===== config.mk =====
export PLATFORM = sky130hd
export DESIGN_NAME = vec_wb_arbiter
export DESIGN_NICKNAME = d
export VERILOG_FILES = /design/src/rtl/vec_wb_arbiter.sv
export SDC_FILE = /design/constraint.sdc
export NUM_CORES = 1
export LEC_CHECK = 0
export CAP_MARGIN = 20
export CORE_UTILIZATION = 52
export DETAILED_ROUTE_END_ITERATION = 16
export PLACE_DENSITY = 0.83
export SETUP_SLACK_MARGIN = 0.3
export SLEW_MARGIN = 10
export SYNTH_ARGS = -nofsm -noshare
export SYNTH_HDL_FRONTEND = slang
export SYNTH_SLANG_ARGS = --single-unit
export TNS_END_PERCENT = 1

===== constraint.sdc =====
create_clock -name clk -period 3.25 [get_ports clk]
set_input_delay 0.65 -clock clk [delete_from_list [all_inputs] [get_ports clk]]
set_output_delay 0.65 -clock clk [all_outputs]
set_load 0.02 [all_outputs]

===== src/rtl/vec_wb_arbiter.sv =====
// Vector writeback stage: round-robin merge of ALU and load results into an
// in-order FIFO that drains one register-file write per cycle, plus a pending-write scoreboard.
module vec_wb_arbiter #(
   parameter int WIDTH = 32,
   parameter int DEPTH = 4
) (
   input  logic                     clk,
   input  logic                     rst,
   input  logic                     alu_valid,
   output logic                     alu_ready,
   input  logic [2:0]               alu_addr,
   input  logic [WIDTH-1:0]         alu_data,
   input  logic                     mem_valid,
   output logic                     mem_ready,
   input  logic [2:0]               mem_addr,
   input  logic [WIDTH-1:0]         mem_data,
   input  logic                     alloc_valid,
   input  logic [2:0]               alloc_addr,
   input  logic                     wb_stall,
   output logic [7:0]               pending,
   output logic [$clog2(DEPTH):0]   count,
   output logic                     rf_we,
   output logic [2:0]               rf_wr_addr,
   output logic [WIDTH-1:0]         rf_wr_data
);

   localparam int AW = $clog2(DEPTH);
   localparam int CW = AW + 1;
   localparam logic [CW-1:0] FULL_CNT = CW'(DEPTH);

   typedef enum logic {GRANT_ALU = 1'b0, GRANT_MEM = 1'b1} grant_t;

   grant_t           last_grant;
   logic [AW-1:0]    wr_ptr, rd_ptr;
   logic [2:0]       addr_q [DEPTH];
   logic [WIDTH-1:0] data_q [DEPTH];

   logic             full, conflict, alu_acc, mem_acc, accept, drain;
   logic [2:0]       in_addr;
   logic [WIDTH-1:0] in_data;
   logic [7:0]       pending_n;

   // Readies look only at occupancy before this edge's drain, so a full FIFO
   // never takes a new entry even in the cycle it frees a slot.
   assign full      = (count == FULL_CNT);
   assign conflict  = alu_valid && mem_valid;
   assign alu_ready = !rst && !full && !(conflict && last_grant == GRANT_ALU);
   assign mem_ready = !rst && !full && !(conflict && last_grant == GRANT_MEM);
   assign alu_acc   = alu_valid && alu_ready;
   assign mem_acc   = mem_valid && mem_ready;
   assign accept    = alu_acc || mem_acc;
   assign in_addr   = mem_acc ? mem_addr : alu_addr;
   assign in_data   = mem_acc ? mem_data : alu_data;

   assign rf_we      = !rst && (count != '0) && !wb_stall;
   assign drain      = rf_we;
   assign rf_wr_addr = (count != '0) ? addr_q[rd_ptr] : 3'd0;
   assign rf_wr_data = (count != '0) ? data_q[rd_ptr] : '0;

   // Alloc is applied after the drain clear so a same-address collision ends set.
   always_comb begin
      // NOTE: assign a default before any conditional update; a path that leaves
      // pending_n unassigned would infer a latch.
      pending_n = pending;
      if (drain)
         pending_n[rf_wr_addr] = 1'b0;
      if (alloc_valid)
         pending_n[alloc_addr] = 1'b1;
   end

   // NOTE: FIFO storage is deliberately left out of reset; entries are only ever
   // read while count says they hold valid data, so resetting them buys nothing.
   always_ff @(posedge clk) begin
      if (accept) begin
         addr_q[wr_ptr] <= in_addr;
         data_q[wr_ptr] <= in_data;
      end
   end

   always_ff @(posedge clk or posedge rst) begin
      // NOTE: state registers use non-blocking assignments so every block sees
      // pre-edge values regardless of evaluation order.
      if (rst) begin
         count      <= '0;
         wr_ptr     <= '0;
         rd_ptr     <= '0;
         pending    <= '0;
         last_grant <= GRANT_ALU;
      end else begin
         count   <= count + CW'(accept) - CW'(drain);
         pending <= pending_n;
         if (accept) begin
            wr_ptr     <= wr_ptr + AW'(1);
            last_grant <= mem_acc ? GRANT_MEM : GRANT_ALU;
         end
         if (drain)
            rd_ptr <= rd_ptr + AW'(1);
      end
   end

endmodule


==> results of run 1 <==
[power by group]
part	leakage, nW	internal (mW)	switching (mW)
Combinational	1.36	1.71	1.64
Clock	0.291	1.13	0.749
Sequential	1.45	2.65	0.154
Total	3.11	5.50	2.54
[flip-flops by register name (all words and copies together) (netlist names)]
register	cells
addr_q	12
count	3
data_q	128
last_grant	1
pending	8
rd_ptr	2
wr_ptr	2
[layout make-up]
class                   instances  area share [%]
flip-flops and latches        156            51.7
multi-input cells             173            21.9
repair buffers                151            17.1
clock buffers                  24            5.89
well taps                     172            2.41
clock inverters                 8           0.575
inverters                       9           0.379
[timing repair]
| item | 4_1_cts | 5_1_grt |
|---|---|---|
| setup endpoints to repair | 30 | 35 |
| resized for setup | 3 | 0 |
| setup buffers | 3 | 1 |
| endpoints found under the hold margin | 0 | 0 |
[per-stage QoR]
stage / utilization, % / hold WS (ns) / instance area (sq um)
6_report: 71.0 / 0.552 / 8920
5_1_grt: 71.0 / 0.563 / 8920
4_1_cts: 70.9 / 0.554 / 8910
3_5_place_dp: 66.1 / 0.541 / 8310
3_3_place_gp: 66.1 / 0.513 / 8310
2_1_floorplan: - / 0.516 / 6690
[cell usage after synthesis, types with 5 or more instances]
cell type | count | area share, %
and2_1 | 5 | 0.47
and2b_1 | 21 | 2.4
buf_2 | 6 | 0.45
dfrtp_1 | 16 | 6.0
edfxtp_1 | 140 | 63
ha_1 | 6 | 1.1
inv_1 | 9 | 0.50
mux2_2 | 36 | 6.1
mux4_2 | 35 | 12
nor2_1 | 12 | 0.67
nor2b_1 | 16 | 1.5
nor3_1 | 7 | 0.52
[metal layers]
metal | share of wire [%] | up-vias | track usage [%]
li1 | - | 1711 | -
met1 | 39 | 1931 | 25.2
met2 | 53 | 160 | 38.0
met3 | 6.7 | 21 | 6.01
met4 | 1.7 | 0 | 9.18
met5 | 0 | - | 0
[worst reg2reg max path, cell delays in order, from the launching register on]
cell and delay [ns]:
dfrtp_1 0.44, nor3_2 0.23, buf_4 0.31, nor2_1 0.16
ha_1 0.29, inv_1 0.04, ha_1 0.18, fa_1 0.38
xnor2_1 0.18, xnor2_1 0.14
[kinds of logic after synthesis]
family / share of synthesized area [%]
AOI/OAI and AO/OA: 0.973
xor gates and xnor gates: 0.655
adders and majority gates: 1.42
buffers and inverters: 2.13
DFF: 68.8
muxes: 17.8
and+or+nand+nor: 8.15
[worst max path at each step]
stage,start,end,slack (ns),cells past startpoint
global route,rd_ptr[0]$_DFFE_PP0N_,rf_wr_data[27],0.14,4
detailed placement,rst,rf_we,0.32,4
CTS,rd_ptr[0]$_DFFE_PP0N_,rf_wr_addr[0],0.20,4
finish,rd_ptr[0]$_DFFE_PP0N_,rf_wr_data[12],0.24,4
global placement,rst,rf_we,0.37,4
floorplan,rst,count[2]$_DFF_PP0_,0.47,10
==> run metrics, run 1 <==
Initial Utilization=between 50% and 60%; # clock sinks=156; max-cap violation count=0; worst setup path class=reg -> out; routability cong.=roughly 0.77; maximum clock path buffer count=2; wire length of the first global-routing pass=20.5 mm; Final Slew Violations=0; vias after detailed routing=3823; Post-synth ARST share=10.3%; FILL cells=833; worst path bufs/invs=2; number of hold violations in the final report=0; period utilization=between 90% and 100%; Placed Cells incl. Taps=between 600 and 700; Slowest-stage cell, CP=clkdlybuf4s50_1; initial antenna violation count=0; clk_skew=approximately 0.0067 ns; Slew HR=57.8%; Synth Warn #=0; status=complete, no violations; Pre-antenna DRT Iters=4; delay-heaviest family, CP=buffers and inverters; Setup WS pre-CTS=0.324 ns; final number of setup-violating endpoints=0; Cells after Synth=355; DP HPWL=8.74 mm; Synth Cell Area=0.00669 sq mm; CORE AREA=0.0126 sq mm; CP startpoint kind=flip-flop; clock latency on the worst-skew pair=0.41 ns; class of the worst hold path=reg -> reg; drt initial violations=220; R2R setup slack=0.83 ns; hold path startpoint=pending[4]$_DFF_PP0_; Final Routed Wirelength=13.4 mm; PwrDens=901 mW/mm^2; Max VDD drop=0.458 mV; multi-input logic area=0.00195 sq mm; IO Pins=128; worst path cell trace=buf_12 -> mux4_2 -> and2b_1 -> clkdlybuf4s50_1; CTS Buf Count=17; EDFF count, synth=140; Vias/cell=5.52; leakage=3.11 nW; ANT nets after route=0; CTS H-Tree Depth=4; port buffer count=127; sequential fraction of the synthesis area=68.8%; vias in the first global route=roughly 4.0k; highest clock rate=332 MHz; # rows=41; worst-margin pin slew=approximately 0.63 ns; Root Buffer=clkbuf_16; CP arrival=2.36 ns; syn_nets=~440; setup ws final=between 0.2 and 0.25 ns; Tot Pwr=8.04 mW; GRT overflow=0; GR Util All Layers=21.7%; routed length per placed instance=19.3 um; Fin Setup TNS=0 ns; reg2reg path depth=9; worst r2r src=count[1]$_DFF_PP0_; Die X-Extent=115 um; Tmin final=3.01 ns; RSZ-0062 raised after global routing=true; Critical Path Sink Type=output pin; most common cell after layout, fill and taps aside=edfxtp_1; WP data required=2.60 ns; Hold Path Sink=pending[4]$_DFF_PP0_; Reg2Reg Capture Point=count[2]$_DFF_PP0_; CTS tree=built; layout cells sized above 1=around a quarter; most frequent cells in the layout=140 x edfxtp_1, 126 x clkdlybuf4s50_1, 36 x mux2_2; crit-path max FO=21; post-synth cell types=35; # DRC=0; nets=just under 600; largest net degree at the start of global routing=36; syn avg cell area=18.8 sq um; top_reg_cell synth=edfxtp_1; Hold Path Depth=2; Reg area=0.00461 sq mm; ANT cells=0; Seq cells post-synth=156; synthesis-to-finish area growth=33.3%; Die Height=115 um; crit-path max cell delay=0.55 ns; DIE AREA=0.0133 sq mm; Post-CTS Hold Fix Bufs=0; clk slew on worst S/H paths=roughly 0.06 ns; final non-filler cell total=693
(Power assumes the default switching activity.)
==> run 2, diff against run 1 <==
--- a/config.mk
+++ b/config.mk
@@ -8,7 +8,7 @@
 export CAP_MARGIN = 20
 export CORE_UTILIZATION = 52
 export DETAILED_ROUTE_END_ITERATION = 16
-export PLACE_DENSITY = 0.83
+export PLACE_DENSITY = 0.8
 export SETUP_SLACK_MARGIN = 0.3
 export SLEW_MARGIN = 10
 export SYNTH_ARGS = -nofsm -noshare
==> run metrics, run 2 (synthesis results as in run 1) <==
status=complete, no violations (unchanged); metal2 WL=6.83 mm (was 7.10 mm); WP data required=2.60 ns (about the same); Critical Path Sink Type=output pin (unchanged); vias in the first global route=3844 (was 4021); delay-heaviest family, CP=buffers and inverters (unchanged); Int Pwr=5.52 mW (was 5.50 mW); max-cap violation count=0 (unchanged); routability cong.=0.759 (was 0.767); clk_skew=0.00643 ns (was 0.00667 ns); # DRC=0 (unchanged); FILL cells=796 (was 833); drt initial violations=250 (was 220); GRT overflow=0 (unchanged); final number of setup-violating endpoints=0 (unchanged); leakage=3.06 nW (was 3.11 nW); max reg flops=128 (unchanged); R2R setup slack=0.75 ns (was 0.83 ns); class of the worst hold path=reg -> reg (unchanged); CP arrival=2.36 ns (about the same); Final Slew Violations=0 (unchanged); CP startpoint kind=flip-flop (unchanged); clock latency on the worst-skew pair=0.42 ns (was 0.41 ns); maximum clock path buffer count=2 (unchanged); Post-CTS Hold Fix Bufs=0 (unchanged); worst-margin pin slew=0.697 ns (was 0.633 ns); highest clock rate=333 MHz (was 332 MHz); vias after detailed routing=3717 (was 3823); P_sw=2.48 mW (was 2.54 mW); largest net degree at the start of global routing=30 (was 36); Top reg by flops=data_q (unchanged); wire length of the first global-routing pass=20.4 mm (was 20.5 mm); CTS tree=built (unchanged); GR Util All Layers=21.7% (about the same); worst path cell trace=buf_4 -> mux4_2 -> and2b_1 -> clkdlybuf4s50_1 (was buf_12 -> mux4_2 -> and2b_1 -> clkdlybuf4s50_1); layout cells sized above 1=24.0% (was 25.9%); Final Routed Wirelength=13.1 mm (was 13.4 mm); Fin Setup TNS=0 ns (unchanged); nets=589 (was 594); Slowest-stage cell, CP=dfrtp_2 (was clkdlybuf4s50_1); Vias/cell=5.40 (was 5.52); PwrDens=906 mW/mm^2 (was 901 mW/mm^2); worst path bufs/invs=2 (unchanged); Die X-Extent=115 um (unchanged); synthesis-to-finish area growth=31.9% (was 33.3%); port buffer count=127 (unchanged); CTS Buf Count=17 (unchanged); Root Buffer=clkbuf_16 (unchanged); Tmin final=3.01 ns (about the same); CORE AREA=0.0126 sq mm (unchanged); DP HPWL=8.42 mm (was 8.74 mm); # rows=41 (unchanged); worst setup path class=reg -> out (unchanged); multi-input logic area=0.00195 sq mm (unchanged); most frequent cells in the layout=140 x edfxtp_1, 126 x clkdlybuf4s50_1, 36 x mux2_2 (unchanged); Clock power frac=23.9% (was 23.4%); period utilization=92.5% (was 92.7%); Slew HR=53.5% (was 57.8%); crit-path max FO=15 (was 21); RSZ-0062 raised after global routing=true (unchanged); Die Height=115 um (unchanged); # clock sinks=156 (unchanged); Hold Slack=0.547 ns (was 0.552 ns); Pre-antenna DRT Iters=4 (unchanged); Initial Utilization=53.2% (unchanged); CTS H-Tree Depth=4 (unchanged); sequential share of power=35.6% (was 34.9%); DIE AREA=0.0133 sq mm (unchanged); Tot Pwr=8.00 mW (was 8.04 mW); most common cell after layout, fill and taps aside=edfxtp_1 (unchanged); crit-path max cell delay=0.65 ns (was 0.55 ns); ANT cells=0 (unchanged); ANT nets after route=0 (unchanged); IO Pins=128 (unchanged); clk slew on worst S/H paths=0.06 ns (about the same); Largest regs=data_q (128), addr_q (12), pending (8) (unchanged); max layer used=met4 (unchanged); Comb power frac=40.6% (was 41.7%); wire length on met1=5.39 mm (was 5.16 mm); Reg area=0.00461 sq mm (about the same); initial antenna violation count=0 (unchanged); met3 wire length=688 um (was 902 um); switching share of power=31.0% (was 31.6%); number of hold violations in the final report=0 (unchanged); Max VDD drop=0.437 mV (was 0.458 mV); routed length per placed instance=19.1 um (was 19.3 um)
## run 2: cell count changes in the layout (fill, tap and decap cells not counted), moves of 2 or more
cell / previous run / this run
inv_4: 3 / 0
bufinv_16: 0 / 3
clkbuf_16: 20 / 17
clkinv_1: 0 / 4
clkinv_4: 2 / 0
clkbuf_1: 3 / 5
buf_12: 6 / 2
## run 2: through the flow
step	worst slack (ns)	util, %	std cells	area [sq um]
6_report	0.242	70.2	688	8820
5_1_grt	0.149	70.2	688	8820
4_1_cts	0.200	70.2	688	8820
3_5_place_dp	0.245	65.6	655	8240
3_3_place_gp	0.261	65.6	655	8240
2_1_floorplan	0.465	-	355	6690
## run 2: worst reg2reg max path: cells and delay by family (launching register included)
kind,cells,cell delay [ns]
DFF,1,0.44
and+or+nand+nor,2,0.41
buffers and inverters,2,0.38
xor gates and xnor gates,2,0.32
adders and majority gates,3,0.87
## run 2: path summary, 6_finish.rpt
kind	cells past startpoint	from	to
max reg2reg	9	count[1]$_DFF_PP0_	count[2]$_DFF_PP0_
max	4	rd_ptr[1]$_DFFE_PP0N_	rf_wr_data[12]
min in group asynchronous	3	rst	count[2]$_DFF_PP0_
max in group asynchronous	3	rst	rd_ptr[1]$_DFFE_PP0N_
min reg2reg	2	pending[2]$_DFF_PP0_	pending[2]$_DFF_PP0_
min	2	pending[2]$_DFF_PP0_	pending[2]$_DFF_PP0_
## run 2: final cells by class
cell class,instances,area share [%]
flip-flops and latches,156,52.2
multi-input cells,173,22.1
repair buffers,146,16.4
clock buffers,22,5.03
well taps,172,2.44
clock inverters,10,1.39
inverters,9,0.383
## run 2: power by group through the flow
stage / clock network, mW / logic (mW) / registers (mW)
finish: 1.91 / 3.24 / 2.84
global route: 2.03 / 3.48 / 2.88
CTS: 1.94 / 3.30 / 2.85
detailed placement: 0 / 3.25 / 2.89
global placement: 0 / 3.20 / 2.85
floorplan: 0 / 1.91 / 2.87
## run 2: layer usage
layer	track usage, %	vias to the layer above
met2	35.9	135
met3	5.49	19
met4	8.83	0
met1	27.5	1867
met5	0	-
li1	-	1696
## run 2: what timing repair did
action                     in CTS  in global routing
setup endpoints to repair      27                 35
gates resized for setup         2                  1
setup buffers                   1                  0
